<file path="config.mk">
export PLATFORM = sky130hd
export DESIGN_NAME = ceps_frame_packer_flat
export DESIGN_NICKNAME = d
export VERILOG_FILES = /design/src/rtl/ceps_frame_packer_if.sv /design/src/rtl/ceps_frame_packer.sv /design/src/flat_wrapper.sv
export SDC_FILE = /design/constraint.sdc
export NUM_CORES = 1
export LEC_CHECK = 0
export ABC_AREA = 1
export CAP_MARGIN = 5
export CORE_UTILIZATION = 45
export CTS_CLUSTER_DIAMETER = 60
export DETAILED_ROUTE_END_ITERATION = 6
export DONT_BUFFER_PORTS = 1
export PLACE_DENSITY = 0.57
export SLEW_MARGIN = 0
export SYNTH_ARGS = -nofsm -noshare
export SYNTH_HDL_FRONTEND = slang
export SYNTH_SLANG_ARGS = --single-unit
</file>
<file path="constraint.sdc">
create_clock -name clk -period 2.7 [get_ports clk]
set_clock_uncertainty 0.2 [all_clocks]
set_input_delay 0.54 -clock clk [delete_from_list [all_inputs] [get_ports clk]]
set_output_delay 0.54 -clock clk [all_outputs]
set_load 0.1 [all_outputs]
</file>
<file path="src/rtl/ceps_frame_packer_if.sv">
// Output stream of the cepstral frame packer: one coefficient per beat with
// first/last markers and the frame sequence number.
interface ceps_frame_packer_if #(
  parameter int CEPS_WIDTH     = 16,
  parameter int FRAME_ID_WIDTH = 16
);
  logic                      valid;
  logic                      ready;
  logic [CEPS_WIDTH-1:0]     data;
  logic                      first;
  logic                      last;
  logic [FRAME_ID_WIDTH-1:0] frame_id;

  // Packer side drives the beat, consumer side drives ready.
  modport master (output valid, data, first, last, frame_id, input ready);
  modport slave  (input valid, data, first, last, frame_id, output ready);
endinterface

</file>
<file path="src/rtl/ceps_frame_packer.sv">
// Cepstral frame packer: gathers NUM_CEPS coefficients per frame from the DCT
// (random-order pointer writes closed by a done pulse) into a two-bank
// ping-pong buffer and streams complete frames out in commit order.
// Frames that find no free bank, or close with missing coefficients, are
// dropped and counted.
module ceps_frame_packer #(
  parameter int NUM_CEPS       = 12,
  parameter int CEPS_WIDTH     = 16,
  parameter int FRAME_ID_WIDTH = 16,
  localparam int PTR_W         = (NUM_CEPS > 1) ? $clog2(NUM_CEPS) : 1
) (
  input  logic                      clk,
  input  logic                      rst,
  input  logic                      dct_valid_i,
  input  logic [PTR_W-1:0]          ceps_ptr_i,
  input  logic [CEPS_WIDTH-1:0]     ceps_i,
  input  logic                      dct_done_i,
  ceps_frame_packer_if.master       m,
  output logic                      overflow_o,
  output logic                      incomplete_o,
  output logic [FRAME_ID_WIDTH-1:0] drop_count_o
);

  localparam logic [PTR_W-1:0] LAST_IDX = PTR_W'(NUM_CEPS - 1);

  // Coefficient storage, two banks.
  logic [CEPS_WIDTH-1:0]     bank_q    [2][NUM_CEPS];

  // Buffer bookkeeping.
  logic [1:0]                full_q, full_d;
  logic [FRAME_ID_WIDTH-1:0] bank_id_q [2];
  logic [FRAME_ID_WIDTH-1:0] bank_id_d [2];
  logic                      wr_bank_q, wr_bank_d;
  logic                      rd_bank_q, rd_bank_d;
  logic [PTR_W-1:0]          rd_idx_q, rd_idx_d;

  // Per-frame write tracking.
  logic [NUM_CEPS-1:0]       mask_q, mask_d;
  logic                      drop_q, drop_d;
  logic [FRAME_ID_WIDTH-1:0] frame_id_q, frame_id_d;

  // Status.
  logic                      overflow_q, overflow_d;
  logic                      incomplete_q, incomplete_d;
  logic [FRAME_ID_WIDTH-1:0] drop_cnt_q, drop_cnt_d;

  // Decoded events for this cycle.
  logic                      ptr_ok;
  logic                      frame_start;
  logic                      drop_eff;
  logic                      wr_en;
  logic                      xfer;
  logic [NUM_CEPS-1:0]       mask_upd;
  logic [FRAME_ID_WIDTH-1:0] drop_cnt_inc;

  assign ptr_ok       = int'(ceps_ptr_i) < NUM_CEPS;
  // The keep/drop decision is taken once, on the first write of a frame; a
  // bank freed later in the same frame does not rescue it.
  assign frame_start  = dct_valid_i && (mask_q == '0) && !drop_q;
  assign drop_eff     = drop_q || (frame_start && full_q[wr_bank_q]);
  assign wr_en        = dct_valid_i && ptr_ok && !drop_eff;
  assign xfer         = m.valid && m.ready;
  assign drop_cnt_inc = (&drop_cnt_q) ? drop_cnt_q : drop_cnt_q + 1'b1;

  // Next-state for bookkeeping: read-side advance, write tracking, frame close.
  always_comb begin
    // NOTE: every variable gets a default first, so no path can infer a latch.
    full_d       = full_q;
    bank_id_d    = bank_id_q;
    wr_bank_d    = wr_bank_q;
    rd_bank_d    = rd_bank_q;
    rd_idx_d     = rd_idx_q;
    drop_d       = drop_eff;
    frame_id_d   = frame_id_q;
    overflow_d   = overflow_q;
    incomplete_d = incomplete_q;
    drop_cnt_d   = drop_cnt_q;
    mask_upd     = mask_q;

    if (wr_en) begin
      mask_upd[ceps_ptr_i] = 1'b1;
    end
    mask_d = mask_upd;

    if (xfer) begin
      if (rd_idx_q == LAST_IDX) begin
        rd_idx_d          = '0;
        full_d[rd_bank_q] = 1'b0;
        rd_bank_d         = ~rd_bank_q;
      end else begin
        rd_idx_d = rd_idx_q + 1'b1;
      end
    end

    // The write bank was empty when this frame started and only a commit can
    // fill it, so it is never the bank being drained above.
    if (dct_done_i) begin
      if (drop_eff) begin
        overflow_d = 1'b1;
        drop_cnt_d = drop_cnt_inc;
      end else if (&mask_upd) begin
        full_d[wr_bank_q]    = 1'b1;
        bank_id_d[wr_bank_q] = frame_id_q;
        wr_bank_d            = ~wr_bank_q;
      end else begin
        incomplete_d = 1'b1;
        drop_cnt_d   = drop_cnt_inc;
      end
      drop_d     = 1'b0;
      mask_d     = '0;
      frame_id_d = frame_id_q + 1'b1;
    end
  end

  // Coefficient write into the current write bank.
  // NOTE: storage has no reset; the full flags alone decide whether a bank's
  // contents mean anything, so stale data is never exposed.
  always_ff @(posedge clk) begin
    if (wr_en) begin
      bank_q[wr_bank_q][ceps_ptr_i] <= ceps_i;
    end
  end

  // Bookkeeping and status registers with synchronous reset.
  // NOTE: <= throughout, so every flop samples the pre-edge value of the rest.
  always_ff @(posedge clk) begin
    if (rst) begin
      full_q       <= '0;
      bank_id_q[0] <= '0;
      bank_id_q[1] <= '0;
      wr_bank_q    <= 1'b0;
      rd_bank_q    <= 1'b0;
      rd_idx_q     <= '0;
      mask_q       <= '0;
      drop_q       <= 1'b0;
      frame_id_q   <= '0;
      overflow_q   <= 1'b0;
      incomplete_q <= 1'b0;
      drop_cnt_q   <= '0;
    end else begin
      full_q       <= full_d;
      bank_id_q[0] <= bank_id_d[0];
      bank_id_q[1] <= bank_id_d[1];
      wr_bank_q    <= wr_bank_d;
      rd_bank_q    <= rd_bank_d;
      rd_idx_q     <= rd_idx_d;
      mask_q       <= mask_d;
      drop_q       <= drop_d;
      frame_id_q   <= frame_id_d;
      overflow_q   <= overflow_d;
      incomplete_q <= incomplete_d;
      drop_cnt_q   <= drop_cnt_d;
    end
  end

  // Output beat is a pure function of registered state, never of ready.
  // Data is forced to zero while idle so nothing unwritten leaks out.
  assign m.valid      = full_q[rd_bank_q];
  assign m.data       = m.valid ? bank_q[rd_bank_q][rd_idx_q] : '0;
  assign m.first      = m.valid && (rd_idx_q == '0);
  assign m.last       = m.valid && (rd_idx_q == LAST_IDX);
  assign m.frame_id   = bank_id_q[rd_bank_q];

  assign overflow_o   = overflow_q;
  assign incomplete_o = incomplete_q;
  assign drop_count_o = drop_cnt_q;

endmodule

</file>
<file path="src/flat_wrapper.sv">
// flat-port wrapper written by rule: the top's interface ports become plain ports
module ceps_frame_packer_flat 
#(
  parameter int NUM_CEPS       = 12,
  parameter int CEPS_WIDTH     = 16,
  parameter int FRAME_ID_WIDTH = 16,
  localparam int PTR_W         = (NUM_CEPS > 1) ? $clog2(NUM_CEPS) : 1
)
  (clk, rst, dct_valid_i, ceps_ptr_i, ceps_i, dct_done_i, overflow_o, incomplete_o, drop_count_o, m_valid, m_data, m_first, m_last, m_frame_id, m_ready);
  ceps_frame_packer_if #(.CEPS_WIDTH(CEPS_WIDTH), .FRAME_ID_WIDTH(FRAME_ID_WIDTH)) m_i ();
  input  logic clk;
  input  logic rst;
  input  logic dct_valid_i;
  input  logic [PTR_W-1:0] ceps_ptr_i;
  input  logic [CEPS_WIDTH-1:0] ceps_i;
  input  logic dct_done_i;
  output logic overflow_o;
  output logic incomplete_o;
  output logic [FRAME_ID_WIDTH-1:0] drop_count_o;
  output wire logic [$bits(m_i.valid)-1:0] m_valid;
  output wire logic [$bits(m_i.data)-1:0] m_data;
  output wire logic [$bits(m_i.first)-1:0] m_first;
  output wire logic [$bits(m_i.last)-1:0] m_last;
  output wire logic [$bits(m_i.frame_id)-1:0] m_frame_id;
  input wire logic [$bits(m_i.ready)-1:0] m_ready;
  assign m_valid = m_i.valid;
  assign m_data = m_i.data;
  assign m_first = m_i.first;
  assign m_last = m_i.last;
  assign m_frame_id = m_i.frame_id;
  assign m_i.ready = m_ready;
  ceps_frame_packer #(.NUM_CEPS(NUM_CEPS), .CEPS_WIDTH(CEPS_WIDTH), .FRAME_ID_WIDTH(FRAME_ID_WIDTH)) u_core (.clk(clk), .rst(rst), .dct_valid_i(dct_valid_i), .ceps_ptr_i(ceps_ptr_i), .ceps_i(ceps_i), .dct_done_i(dct_done_i), .m(m_i), .overflow_o(overflow_o), .incomplete_o(incomplete_o), .drop_count_o(drop_count_o));
endmodule
</file>
# Word level (Yosys, flattened, before mapping)

Memory sizes are Yosys's and may differ from the RTL's. A register that Yosys moved wholly into a read port is not among the register bits.
Index checks and enable logic that the tools add are counted.

Flip-flop bits (word level): 87
RAM bits: 384
Input bits: 25
Output and inout port bits: 53
Word-level logic and storage cells: 105
Memories kept: 1

Memories:

| memory        | words | bits a word | read ports | clocked after memory_dff | wr ports | line                    | source |
|---|---|---|---|---|---|---|---|
| u_core.bank_q | 2     | 192         | 1          | 1                        | 1        | ceps_frame_packer.sv:27 | `logic [CEPS_WIDTH-1:0] bank_q [2][NUM_CEPS];` |

$add $sub $neg: 3
$lt $le $gt $ge: 13
Equal/unequal tests: 2
Multiplexer cells: 36
Bitwise operators: 12
Reduce and logical (&&, ||, !) cells: 26

Operator list:

| cell                    | number |
|---|---|
| $mux W192               | 1 |
| $mux W16                | 11 |
| $bmux W16 S4            | 1 |
| $demux W16 S4           | 1 |
| $add A16 B1 Y16 const B | 2 |
| $bwmux W32              | 1 |
| $demux W16 S1           | 1 |
| $reduce_and A16 Y1      | 1 |
| $reduce_and A14 Y1      | 1 |
| $logic_and A1 B1 Y1     | 13 |
| $logic_not A12 Y1       | 1 |
| $mux W12                | 1 |
| $or A12 B12 Y12         | 1 |
| $reduce_and A12 Y1      | 1 |
| $ge A5 B5 Y1 const B    | 2 |
| $mux W1                 | 10 |
| $mux W2                 | 5 |
| $not A4 Y5              | 2 |
| $reduce_and A2 Y1       | 3 |
| $lt A4 B5 Y1 const B    | 1 |
| $lt A5 B1 Y1 const B    | 1 |
| $add A4 B1 Y4 const B   | 1 |
| $demux W1 S4            | 1 |
| $eq A4 B4 Y1 const B    | 1 |
| other kinds (19)        | 28 |

# Logic depth before layout (Yosys ltp)

Depth after elaboration: 12
Depth in mapped cells: 16
Mapped depth without buffers: 14

# Worst setup path after synthesis

Ideal clock, no wire load.

Path kind: register to output
Start point: register with a tool-made name
End point: output port m_data[13]
Arrival time: 2.979 ns
Required time: 1.960 ns
Path slack: -1.019 ns
Stages on the path, launching flop included: 11
Path buffers: 3
Cell sequence: dfxtp_1 > buf_2 > inv_1 > clkbuf_1 > clkbuf_1 > nor2_1 > o221ai_1 > nand3_1 > nand2_1 > nand2_1 > a21oi_1

RTL lines:

| element       | line               | source |
|---|---|---|
| end, declared | flat_wrapper.sv:21 | `output wire logic [$bits(m_i.data)-1:0] m_data;` |

# Final worst setup path

Start point: register u_core.rd_idx_q[0]
End point: output port m_data[3]

Longest elaborated chain between the ends: 5

RTL lines:

| element                                      | line                     | source |
|---|---|---|
| start, declared                              | ceps_frame_packer.sv:35  | `logic [PTR_W-1:0] rd_idx_q, rd_idx_d;` |
| start signal, assigned                       | ceps_frame_packer.sv:146 | `rd_idx_q <= rd_idx_d;` |
| $not A4 Y5 (not written as such)             | ceps_frame_packer.sv:159 | `assign m.data = m.valid ? bank_q[rd_bank_q][rd_idx_q] : '0;` |
| $bmux W16 S4                                 | ceps_frame_packer.sv:159 |  |
| $mux W16 (not written as such) (2 in series) | ceps_frame_packer.sv:159 |  |
| $mux W16                                     | ceps_frame_packer.sv:159 |  |

No other way between the ends. The select of a mux whose other input is x is not followed.

==> flow_summary.json <==
{
  "ir_drop_uv": 488,
  "overflow": 0,
  "whs_ns": 0.0561,
  "use_met3_pct": 2.93,
  "vias_per_cell": 5.75,
  "row_count": 75,
  "synth.avg_cell_area_sq_um": 11.4,
  "p_per_area_nw_per_um2": 622,
  "syn-num-nets": 1716,
  "synth_cell_type_count": 38,
  "io_buffers": 0,
  "crit_top_cell": "buf_12",
  "vias": 13800,
  "routed_wl_mm": 53.7,
  "fmax_mhz": 313,
  "synth.cell_area_sq_um": 19300,
  "root_buffer": "clkbuf_16",
  "critPathKind": "reg2out",
  "start_util_pct": 45.8,
  "final_area_sq_um": 24300,
  "multi_input_area_sq_um": 5540,
  "synth_seq_cells": 472,
  "clockBufferDepth": 3,
  "failed_checks": "negative setup slack",
  "die_w_um": 209,
  "grt_max_degree": 60,
  "ant_nets": 0,
  "path_max_fanout": 15,
  "required_ns": 1.96,
  "final_max_slew_viol_count": 0,
  "first_global_vias": 13900,
  "slowest_stage": "dfxtp_4",
  "synth-warning-count": 0,
  "status": "complete, but fails checks",
  "p_leak_nw": 8.28,
  "grt_use_met1_pct": 31.9,
  "synth_commonest_cells": "384 x edfxtp_1, 281 x nor2_1, 209 x o21ai_0",
  "yosysMostFrequentCell": "edfxtp_1",
  "syn2layout_area_growth_pct": 25.6,
  "async_flop_share_pct": 0,
  "synth_largest_area_cell": "edfxtp_1",
  "slowest_delay_ns": 0.44,
  "place_hpwl_mm": 30.1,
  "drt_iter0_drc": 1209,
  "regArea_sq_um": 13300,
  "path_cells": "buf_12 -> buf_16 -> o21ai_0 -> o221ai_1 -> o211ai_1 -> nand2_1 -> nand2_2 -> a21oi_4 -> buf_12",
  "synth-edff-count": 384,
  "gp_congestion": 0.845,
  "cap_violations": 0,
  "drc": 0,
  "cts.clk_slew.worst_paths_ns": 0.06,
  "cts_tree": "built",
  "core_region_area_sq_um": 42100,
  "globalRouteMet2Util_pct": 42.1,
  "dpl_cell_area_sq_um": 21400,
  "antenna_found_initial": 1,
  "syn_inst": 1687,
  "clock-sinks": 472,
  "die_y_um": 209,
  "ys_seq_area_share_pct": 68.8,
  "dr.pass1.iters": 7,
  "io_pins": 78,
  "synth_top_area_share_pct": 59.7,
  "track_usage_pct": 24.6,
  "die_area_sq_um": 43700,
  "numCtsBuffers": 51,
  "cp-end-kind": "primary output",
  "relSlewSlack_pct": 33.3,
  "postLayoutSetupSlackWorst_ns": -0.493,
  "htree_levels": 2,
  "ys.flop_type": "edfxtp_1",
  "hold_path.class": "in2reg",
  "start_kind": "register",
  "wl_per_cell_um": 22.4,
  "synth_top_cells_by_area": "edfxtp_1 60%, dfxtp_1 9.1%, nor2_1 5.5%",
  "drive_gt1_share_pct": 19.4,
  "top_usage_layer": "met2",
  "setup_violations": 16,
  "crit_arrival_ns": 2.45,
  "rsz0062_at_grt": "yes",
  "hold_viol_final": 0,
  "min_period_ns": 3.19,
  "fin_crit_sh_pct": 118,
  "tightest_slew_ns": 0.997,
  "antenna_cells": 0,
  "clk-insertion-delay-late_ns": 0.59,
  "grt_pass1_wl_mm": 81.5,
  "num-fill-cells": 3388,
  "final_nets": 1853
}
[layer usage]
layer | routed length (um) | vias up
met3 | 2750 | 112
met1 | 22600 | 6848
li1 | - | 6415
met2 | 26500 | 444
met5 | 0 | -
met4 | 1830 | 0
[placed cells by master, fill, tap and decap left out, types with 9 or more instances in the layout]
cell,n
nor2_2,22
clkbuf_1,9
nor3_1,11
buf_4,80
nand2_1,165
dfxtp_1,78
clkinvlp_4,12
o21ai_2,12
clkbuf_16,54
inv_1,51
buf_6,9
a21oi_1,75
o211ai_1,27
buf_16,16
dlygate4sd3_1,18
xnor2_1,9
nand3_1,87
edfxtp_1,384
clkinv_1,13
o21ai_0,171
o22ai_1,29
buf_12,56
o21ai_1,25
nor2_1,262
o221ai_1,64
nand2_2,22
[through the flow]
step / std cells / worst slack [ns] / power (mW) / utilization [%] / setup TNS (ns)
floorplan: 1687 / -0.234 / 8.19 / - / -0.471
global placement: 2253 / 0.0987 / 8.22 / 50.7 / 0
detailed placement: 2253 / 0.0574 / 8.23 / 50.7 / 0
CTS: 2393 / -0.518 / 15.2 / 57.0 / -7.74
global route: 2402 / -0.584 / 15.4 / 57.6 / -8.72
finish: 2402 / -0.493 / 15.1 / 57.6 / -7.25
[worst max-delay path: cells and delay by family (launching register included)]
family                 cells  cell delay (ns)
buffers and inverters      3             0.48
and+or+nand+nor            2             0.28
AOI/OAI and AO/OA          4             0.66
DFF                        1             0.44
[where the power goes]
part | switching (mW) | leakage (nW) | internal (mW)
Sequential | 0.0130 | 4.17 | 7.90
Combinational | 0.225 | 3.30 | 0.0649
Clock | 2.84 | 0.811 | 4.04
[state kept, by name, summed over array words and instances, names as in the netlist, named ones only]
register	count
u_core.drop_q	1
u_core.frame_id_q	16
u_core.bank_id_q	32
u_core.drop_count_o	16
u_core.rd_idx_q	4
u_core.full_q	2
u_core.rd_bank_q	1
u_core.overflow_o	1
u_core.mask_q	12
u_core.wr_bank_q	1
u_core.incomplete_o	1
u_core.bank_q	384
[layout make-up]
cell class,count,area share [%]
Timing Repair Buffer,190,11.3
Clock buffer,70,5.99
Sequential cell,472,54.9
Tap cell,539,2.78
Timing Repair inverter,2,0.0567
Inverter,68,1.33
Clock inverter,22,0.820
Multi-Input combinational cell,1039,22.8
[cells by family after synthesis]
| logic type | Yosys count | share of synthesized area (%) |
|---|---|---|
| adders and majority gates | 4 | 0.259 |
| xor gates and xnor gates | 17 | 0.771 |
| DFF | 472 | 68.8 |
| AOI/OAI and AO/OA | 420 | 12.9 |
| buffers and inverters | 176 | 3.82 |
| and+or+nand+nor | 598 | 13.4 |
[worst paths after layout]
path	from	endpoint	slack [ns]	cells past startpoint
max	u_core.rd_idx_q[0]	m_data[3]	-0.49	9
min	dct_done_i	u_core.frame_id_q[1]	0.06	2
max reg2reg	u_core.wr_bank_q	u_core.bank_id_q[19]	0.27	13
min reg2reg	u_core.bank_id_q[16]	u_core.bank_id_q[16]	0.26	2
[timing repair]
action                                  4_1_cts  5_1_grt
resized for setup                            90       43
gates cloned                                 17        1
pin swaps                                    48       15
endpoints found under the setup margin       35       19
hold buffers                                 19        0
hold endpoints to repair                    446        0
buffers inserted                             14        8
(Power assumes the default switching activity.)
